<file path="src/rtl/nand_gate_array_seq.sv">
// nand_gate_array_seq
//   Registered, parametrised logic-gate array. An N_IN-bit operand and a gate
//   function (NAND/AND/NOR/OR) go through a two-stage pipeline. Stage 2 produces
//   a reduction gate over all operand bits and a gate over each adjacent bit pair.
//   Operands come from an external valid/ready port, or from a sweep generator
//   that walks every input combination.
//
// Parameters
//   N_IN      operand width (even, 2..16)
//   HOLD_CYC  cycles each sweep pattern stays in stage 1 (1..255)
//
// Ports
//   clk, rst_n            clock (rising edge) and synchronous active-low reset
//   mode[1:0]             00 NAND, 01 AND, 10 NOR, 11 OR; captured with each operand
//   ext_en                enables the external operand port while idle
//   ext_in, ext_valid     external operand and its valid strobe
//   ext_ready             external operand accepted on ext_valid & ext_ready
//   start, stop           begin a sweep (idle only) / end it after the current pattern
//   busy                  sweep or drain in progress, up to and including done
//   done                  one-cycle pulse after the last sweep result
//   out_valid             one-cycle pulse when out_* carry a new result
//   out_in, out_y         operand of this result and gate over all its bits
//   out_pair[N_IN/2]      out_pair[k] = gate over out_in[2k+1:2k]
//
// Build option
//   SWEEP_LOOP_EN  when defined, the sweep wraps from the last pattern back to 0
//                  and runs until stop. Otherwise a single pass is made.

module nand_gate_array_seq #(
    parameter int unsigned N_IN     = 4,
    parameter int unsigned HOLD_CYC = 1
) (
    input  logic              clk,
    input  logic              rst_n,
    input  logic [1:0]        mode,
    input  logic              ext_en,
    input  logic [N_IN-1:0]   ext_in,
    input  logic              ext_valid,
    output logic              ext_ready,
    input  logic              start,
    input  logic              stop,
    output logic              busy,
    output logic              done,
    output logic              out_valid,
    output logic [N_IN-1:0]   out_in,
    output logic              out_y,
    output logic [N_IN/2-1:0] out_pair
);

    localparam int unsigned NP = N_IN / 2;
    localparam int unsigned CW = N_IN + 1;
    localparam int unsigned HW = 8;
    localparam logic [HW-1:0] HOLD_LAST = HW'(HOLD_CYC - 1);

    typedef enum logic [1:0] {
        ST_IDLE  = 2'd0,
        ST_SWEEP = 2'd1,
        ST_DRAIN = 2'd2
    } state_t;

    typedef struct packed {
        logic [N_IN-1:0] opnd;
        logic [1:0]      mode;
    } s1_t;

    state_t          state_q, state_d;
    logic [CW-1:0]   pat_q, pat_d;
    logic [HW-1:0]   hold_q, hold_d;
    logic            stop_seen_q, stop_seen_d;
    s1_t             s1_q, s1_d;
    logic            s1_vld_q, s1_vld_d;
    logic            ext_ready_q, ext_ready_d;
    logic            busy_q, busy_d;
    logic            done_q, done_d;
    logic            out_valid_q, out_valid_d;
    logic [N_IN-1:0] out_in_q, out_in_d;
    logic            out_y_q, out_y_d;
    logic [NP-1:0]   out_pair_q, out_pair_d;

    logic [CW-1:0]   pat_inc;
    logic            wrap;
    logic            last_pat;
    logic            window_end;
    logic            stop_now;

    // Selected gate function from AND/OR of the inputs; mode[0]=0 inverts.
    function automatic logic gate_fn(input logic [1:0] m, input logic and_v, input logic or_v);
        logic base;
        base = m[1] ? or_v : and_v;
        return m[0] ? base : ~base;
    endfunction

    // Next-state, sweep issue and result computation.
    always_comb begin
        state_d     = state_q;
        pat_d       = pat_q;
        hold_d      = hold_q;
        stop_seen_d = stop_seen_q;
        s1_d        = s1_q;
        s1_vld_d    = 1'b0;
        done_d      = 1'b0;
        out_valid_d = 1'b0;
        out_in_d    = out_in_q;
        out_y_d     = out_y_q;
        out_pair_d  = out_pair_q;

        // The extra counter bit flags the step past the final pattern.
        pat_inc    = pat_q + CW'(1);
        wrap       = pat_inc[N_IN];
        window_end = (hold_q == HOLD_LAST);
        stop_now   = stop | stop_seen_q;
`ifdef SWEEP_LOOP_EN
        last_pat   = 1'b0;
`else
        last_pat   = wrap;
`endif

        unique case (state_q)
            ST_IDLE: begin
                // start outranks a simultaneous external operand.
                if (start && !busy_q) begin
                    state_d     = ST_SWEEP;
                    pat_d       = '0;
                    hold_d      = '0;
                    stop_seen_d = 1'b0;
                    s1_d.opnd   = '0;
                    s1_d.mode   = mode;
                    s1_vld_d    = 1'b1;
                end else if (ext_valid && ext_ready_q) begin
                    s1_d.opnd   = ext_in;
                    s1_d.mode   = mode;
                    s1_vld_d    = 1'b1;
                end
            end
            ST_SWEEP: begin
                if (stop) begin
                    stop_seen_d = 1'b1;
                end
                if (window_end) begin
                    if (stop_now || last_pat) begin
                        // Pattern still in stage 1 needs one more cycle to emerge.
                        if (s1_vld_q) begin
                            state_d = ST_DRAIN;
                        end else begin
                            state_d = ST_IDLE;
                            done_d  = 1'b1;
                        end
                    end else begin
                        pat_d     = wrap ? '0 : pat_inc;
                        hold_d    = '0;
                        s1_d.opnd = pat_inc[N_IN-1:0];
                        s1_d.mode = mode;
                        s1_vld_d  = 1'b1;
                    end
                end else begin
                    hold_d = hold_q + HW'(1);
                end
            end
            ST_DRAIN: begin
                if (!s1_vld_q) begin
                    state_d = ST_IDLE;
                    done_d  = 1'b1;
                end
            end
            default: begin
                state_d = ST_IDLE;
            end
        endcase

        // Stage 2: evaluate the gates on the captured operand.
        out_valid_d = s1_vld_q;
        if (s1_vld_q) begin
            out_in_d = s1_q.opnd;
            out_y_d  = gate_fn(s1_q.mode, &s1_q.opnd, |s1_q.opnd);
            for (int k = 0; k < int'(NP); k++) begin
                out_pair_d[k] = gate_fn(s1_q.mode,
                                        s1_q.opnd[2*k] & s1_q.opnd[2*k+1],
                                        s1_q.opnd[2*k] | s1_q.opnd[2*k+1]);
            end
        end

        busy_d      = (state_d != ST_IDLE) || done_d;
        ext_ready_d = ext_en && !busy_d;
    end

    // State and output registers.
    always_ff @(posedge clk) begin
        if (!rst_n) begin
            state_q     <= ST_IDLE;
            pat_q       <= '0;
            hold_q      <= '0;
            stop_seen_q <= 1'b0;
            s1_q        <= '0;
            s1_vld_q    <= 1'b0;
            ext_ready_q <= 1'b0;
            busy_q      <= 1'b0;
            done_q      <= 1'b0;
            out_valid_q <= 1'b0;
            out_in_q    <= '0;
            out_y_q     <= 1'b0;
            out_pair_q  <= '0;
        end else begin
            state_q     <= state_d;
            pat_q       <= pat_d;
            hold_q      <= hold_d;
            stop_seen_q <= stop_seen_d;
            s1_q        <= s1_d;
            s1_vld_q    <= s1_vld_d;
            ext_ready_q <= ext_ready_d;
            busy_q      <= busy_d;
            done_q      <= done_d;
            out_valid_q <= out_valid_d;
            out_in_q    <= out_in_d;
            out_y_q     <= out_y_d;
            out_pair_q  <= out_pair_d;
        end
    end

    assign ext_ready = ext_ready_q;
    assign busy      = busy_q;
    assign done      = done_q;
    assign out_valid = out_valid_q;
    assign out_in    = out_in_q;
    assign out_y     = out_y_q;
    assign out_pair  = out_pair_q;

endmodule

</file>
<file path="config.mk">
export PLATFORM = sky130hd
export DESIGN_NAME = nand_gate_array_seq
export DESIGN_NICKNAME = d
export VERILOG_FILES = /design/src/rtl/nand_gate_array_seq.sv
export SDC_FILE = /design/constraint.sdc
export NUM_CORES = 1
export LEC_CHECK = 0
export CAP_MARGIN = 10
export CORE_ASPECT_RATIO = 1.75
export CORE_MARGIN = 4
export CORE_UTILIZATION = 54
export DETAILED_ROUTE_END_ITERATION = 8
export GPL_TIMING_DRIVEN = 0
export PLACE_DENSITY = 0.87
export RECOVER_POWER = 25
export SLEW_MARGIN = 40
export SYNTH_ARGS = -nofsm -noshare
export SYNTH_HDL_FRONTEND = slang
export SYNTH_SLANG_ARGS = --single-unit
</file>
<file path="constraint.sdc">
create_clock -name clk -period 2.75 [get_ports clk]
set_clock_uncertainty 0.2 [all_clocks]
set_input_delay 0.55 -clock clk [delete_from_list [all_inputs] [get_ports clk]]
set_output_delay 0.55 -clock clk [all_outputs]
set_load 0.005 [all_outputs]
</file>
* After elaboration in Yosys (flattened, before gate mapping)
Index checks and enable logic that the tools add are counted.
Operators by class: shift operators 0, bitwise logic cells 8, eq/ne operators 8, $lt $le $gt $ge 0, div/mod/pow operators 0, $add $sub $neg 2, muxes and demuxes 38, reductions and logical operators 17, multiply operators 0
Operators by type and width (number):
- 2-to-1 mux 6 bit | 4
- 2-to-1 mux 8 bit | 3
- one-hot mux 8 bit (2 select lines) | 1
- 2-to-1 mux 1 bit | 15
- 2-to-1 mux 5 bit | 3
- one-hot mux 6 bit (2 select lines) | 1
- AND reduction 4 bit | 3
- 2-to-1 mux 2 bit | 5
- one-hot mux 5 bit (2 select lines) | 1
- adder 8 x 1 -> 8 bit (second input constant) | 1
- logical NOT 8 bit | 1
- inequality test 2 bit (second input constant) | 4
- inequality test 3 bit (second input constant) | 2
- one-hot mux 1 bit (2 select lines) | 3
- one-hot mux 2 bit (3 select lines) | 1
- AND reduction 3 bit | 2
- adder 5 x 1 -> 5 bit (second input constant) | 1
- 2-to-1 mux 4 bit | 1
- nonzero test 2 bit | 2
- OR reduction 4 bit | 1
- logical AND 1 bit | 3
- NOT 1 bit | 3
- bitwise OR 1 bit | 3
- AND 1 bit | 2
- 5 further kinds | 7
Word-level totals: output and inout port bits 11, memory bits (writable) 0, logic and storage cells 87, bits in latches 0, bits of input ports 12, memories kept 0, memory bits (read-only) 0, register bits after elaboration 34

* Depth between registers and ports, before layout
depth in word-level cells 9, mapped depth 8, gate-level depth less buffers 7

* Worst setup path after synthesis
OpenSTA, ideal clock, no wires.
path kind register to register, start reg pat_q[0], end reg s1_q[3] (netlist bit), cell stages (with the launch flop) 8, data required time 2.416 ns, library setup time 0.134 ns, path slack 0.567 ns, period minus slack after synthesis 2.183 ns, buffers on the path 1, arrival time 1.849 ns, cells stage by stage dfxtp_1 -> ha_1 -> a311oi_2 -> nand3_1 -> a211o_1 -> buf_2 -> a221oi_1 -> a211oi_1
On the way: word-level cells in the longest chain between the ends 4, elaborated cells between the ends (all ways) 7, classes of those cells add/sub (1); eq/ne (1); mux (3); reduce/logical (2)
RTL lines:
- start: declaration | RTL line 67 | logic [CW-1:0] pat_q, pat_d;
- start signal: assignment | RTL line 204 | pat_q <= pat_d;
- adder 5 x 1 -> 5 bit (*) | RTL line 108 | pat_inc = pat_q + CW'(1);
- 2-to-1 mux 6 bit / logical OR 1 bit (equally long branches) | RTL line 140 | if (stop_now || last_pat) begin
- 2-to-1 mux 6 bit / inequality test 2 bit (equally long branches)
- one-hot mux 6 bit (2 select lines) / AND reduction 4 bit (equally long branches)
- end signal: assignment | RTL line 193 | s1_q <= '0;
- end signal: assignment | RTL line 207 | s1_q <= s1_d;
- end: declaration | RTL line 70 | s1_t s1_q, s1_d;
Mark *: on every way between the ends. The rest lies on a longest branch, timed or not. The select of a mux whose other input is x is not followed. A chain may end at the register's enable or synchronous reset.

* Worst setup path in the final report
start in stop, end reg s1_q[3] (netlist bit)
On the way: word-level cells in the longest chain between the ends 4
RTL lines:
- start: declaration | RTL line 41 | input logic stop,
- bitwise OR 1 bit | RTL line 111 | stop_now = stop | stop_seen_q;
- logical OR 1 bit | RTL line 140
- inequality test 2 bit (no source line)
- AND reduction 4 bit (no source line)
No other way between the ends.

==> results.toml <==
[synthesis]
yosysWarnings = 0
syn_area_sq_um = 1730
avgSynthCellArea_sq_um = 8.72
synthArstFlopShare_pct = 0
synth-seq-area-share_pct = 38.3
synth_cell_types = 48
yosysMostFrequentCell = "dfxtp_1"
synth_edf_count = 0
synthCells = 198
syn_nets = 217
synth-seq-cells = 33
yosys.area.top_type_share_pct = 38.3
synth-main-ff-cell = "dfxtp_1"
synth_common_cells = "dfxtp_1, nor2_1, nand2_1, a21oi_1, mux2i_1"
synth_top_cell_by_area = "dfxtp_1"
yosys-top-cells-area = "dfxtp_1, mux2i_1, nor2_1"

[drt]
vias_per_cell = 5.90
drt_wl_total_mm = 4.15
drc = 0
vias = 1592
detail-route-antenna-nets = 0
first_iter_violations = 70
firstDrtPassIters = 4
wl_per_cell_um = 15.4

[clock_tree]
cts_buffers = 5
path_clk_slew_ns = 0.08
cts_buffer_depth = 2
htreeDepth = 2
root_buffer = "clkbuf_8"
cts_tree = "yes"
post_cts_resized = 0
ctsHoldBuffers = 0
clk-insertion-delay-late_ns = 0.29
cts_sinks = 33
post_cts_buffers = 0

[sta]
worstMarginPinSlew_ns = 0.592
fmax_ghz = 0.399
setup_viol = 0
holdWs_ns = 0.292
fin_crit_ns = 2.50
fin_crit_sh_pct = 91.1
tns_ns = 0
slew_violations = 0
rsz0062_at_grt = "no"
hold_violations = 0
maxSlewHeadroom_pct = 60.2

[pwr]
p_leak_nw = 0.861
powerDensity_nw_per_um2 = 828
ir_drop_mv = 0.555
report.power.total_mw = 1.75

[place]
numPortBuffers = 22
gp_congestion = 0.897
hpwl_mm = 3.02

[worst_hold_path]
hp-class = "reg2reg"

[die]
boundaryPins = 23
start_util_pct = 57.7
core_area_sq_um = 2990
dieHeight_um = 82.8
rows = 26
die_area_sq_um = 4200
die_x_um = 50.7

[cells_and_area]
final_nets = 246
diodes = 0
fillers = 227
drive_gt1_share_pct = 9.21
syn2layout_area_growth_pct = 22.5

[setup_path]
crit_fanout = 8
crit_arrival_ns = 2.46
cpPeakStageDelay_ns = 0.46
cpLargestDelayFamily = "compound AO/OA/AOI/OAI gates"
cp-start-kind = "input port"
crit_buf_inv = 2
critPathRequiredTime_ns = 2.71
critical_path_class = "in2reg"
slowest_stage = "clkdlybuf4s50_1"
crit_chain = "clkdlybuf4s50_1 -> a311oi_2 -> nand3_1 -> a211o_1 -> buf_2 -> a221oi_1 -> a211oi_1"
cp-end-kind = "flop"

[outcome]
status = "complete, no violations"

[grt]
grt_pass1_vias = 1593
overflow = 0
antenna_found_initial = 0
grt_max_degree = 13
grt_pass1_wl_mm = 7.22
track_usage_pct = 22.0

[job]
maxCapViolCount = 0
## cells by family (layout without fill, tap and decap cells)
group	count (synthesis)	count (layout)	share of synthesized area, %
AO/OA/AOI/OAI	48	48	19.2
XOR/XNOR	4	4	2.03
adder cells (fa/ha/maj)	9	9	6.23
buffers and inverters	14	44	3.55
flip-flops	33	33	38.3
multiplexers	11	11	6.38
AND/OR/NAND/NOR	79	79	24.3
## layout by cell type, fill, tap and decap left out, drive strengths merged, types with 2 or more instances in the layout
cell type,count
dfxtp,33
nor2,24
nand2,18
a21oi,15
clkdlybuf4s50,14
mux2i,11
o21ai,8
dlygate4sd3,8
clkbuf,8
inv,7
nand3,7
ha,7
a211oi,5
nor4,5
a21o,5
and3,4
and2,4
nor3,4
a221oi,3
xor2,3
buf,3
nor2b,2
o21a,2
nand3b,2
or3,2
a31oi,2
maj3,2
nor3b,2
clkinv,2
## layer usage
layer	wire (um)	track usage, %	vias to the layer above
met3	212	4.48	11
met2	2290	39.2	67
met4	129	9.56	0
met5	0	0	-
li1	-	-	770
met1	1520	24.3	744
## power breakdown
part / switching (mW) / internal [mW]
logic: 0.350 / 0.295
clock network: 0.194 / 0.271
registers: 0.0824 / 0.558
## sequential cells by signal, summed over array words and instances (netlist names)
name / count
done: 1
ext_ready: 1
out_in: 4
out_valid: 1
out_pair: 2
pat_q: 4
busy: 1
stop_seen_q: 1
s1_q: 6
out_valid_d: 1
state_q: 2
hold_q: 8
out_y: 1
## worst reg2reg max path, stage by stage, from the launching register on
cell and delay (ns):
dfxtp_1 0.36, ha_1 0.28, a311oi_2 0.46, nand3_1 0.20
a211o_1 0.32, buf_2 0.18, a221oi_1 0.23, a211oi_1 0.09
## layout make-up
type                            count  area [sq um]  share of cell area, %
Clock buffer                        5          68.8                   3.25
Multi-Input combinational cell    151          1000                   47.5
Sequential cell                    33           661                   31.2
Timing Repair Buffer               22           220                   10.4
Inverter                            8          30.0                   1.42
Tap cell                           42          52.6                   2.49
Buffer                              6          31.3                   1.48
Clock inverter                      3          46.3                   2.19
## stage by stage
step,std cells,util [%],instance area (sq um),worst slack [ns]
floorplan,198,-,1730,0.567
global placement,262,66.8,2000,0.0261
detailed placement,262,66.8,2000,0.0207
CTS,270,70.7,2110,0.268
global route,270,70.7,2110,0.133
finish,270,70.7,2110,0.245
## worst paths after layout
kind | from | cells past startpoint | slack (ns) | end
min reg2reg | hold_q[1] | 2 | 0.29 | hold_q[1]
max | stop | 7 | 0.25 | s1_q[3]
min | hold_q[1] | 2 | 0.29 | hold_q[1]
max reg2reg | pat_q[0] | 7 | 0.30 | s1_q[3]
No activity file was read; power rests on OpenSTA's default activity.
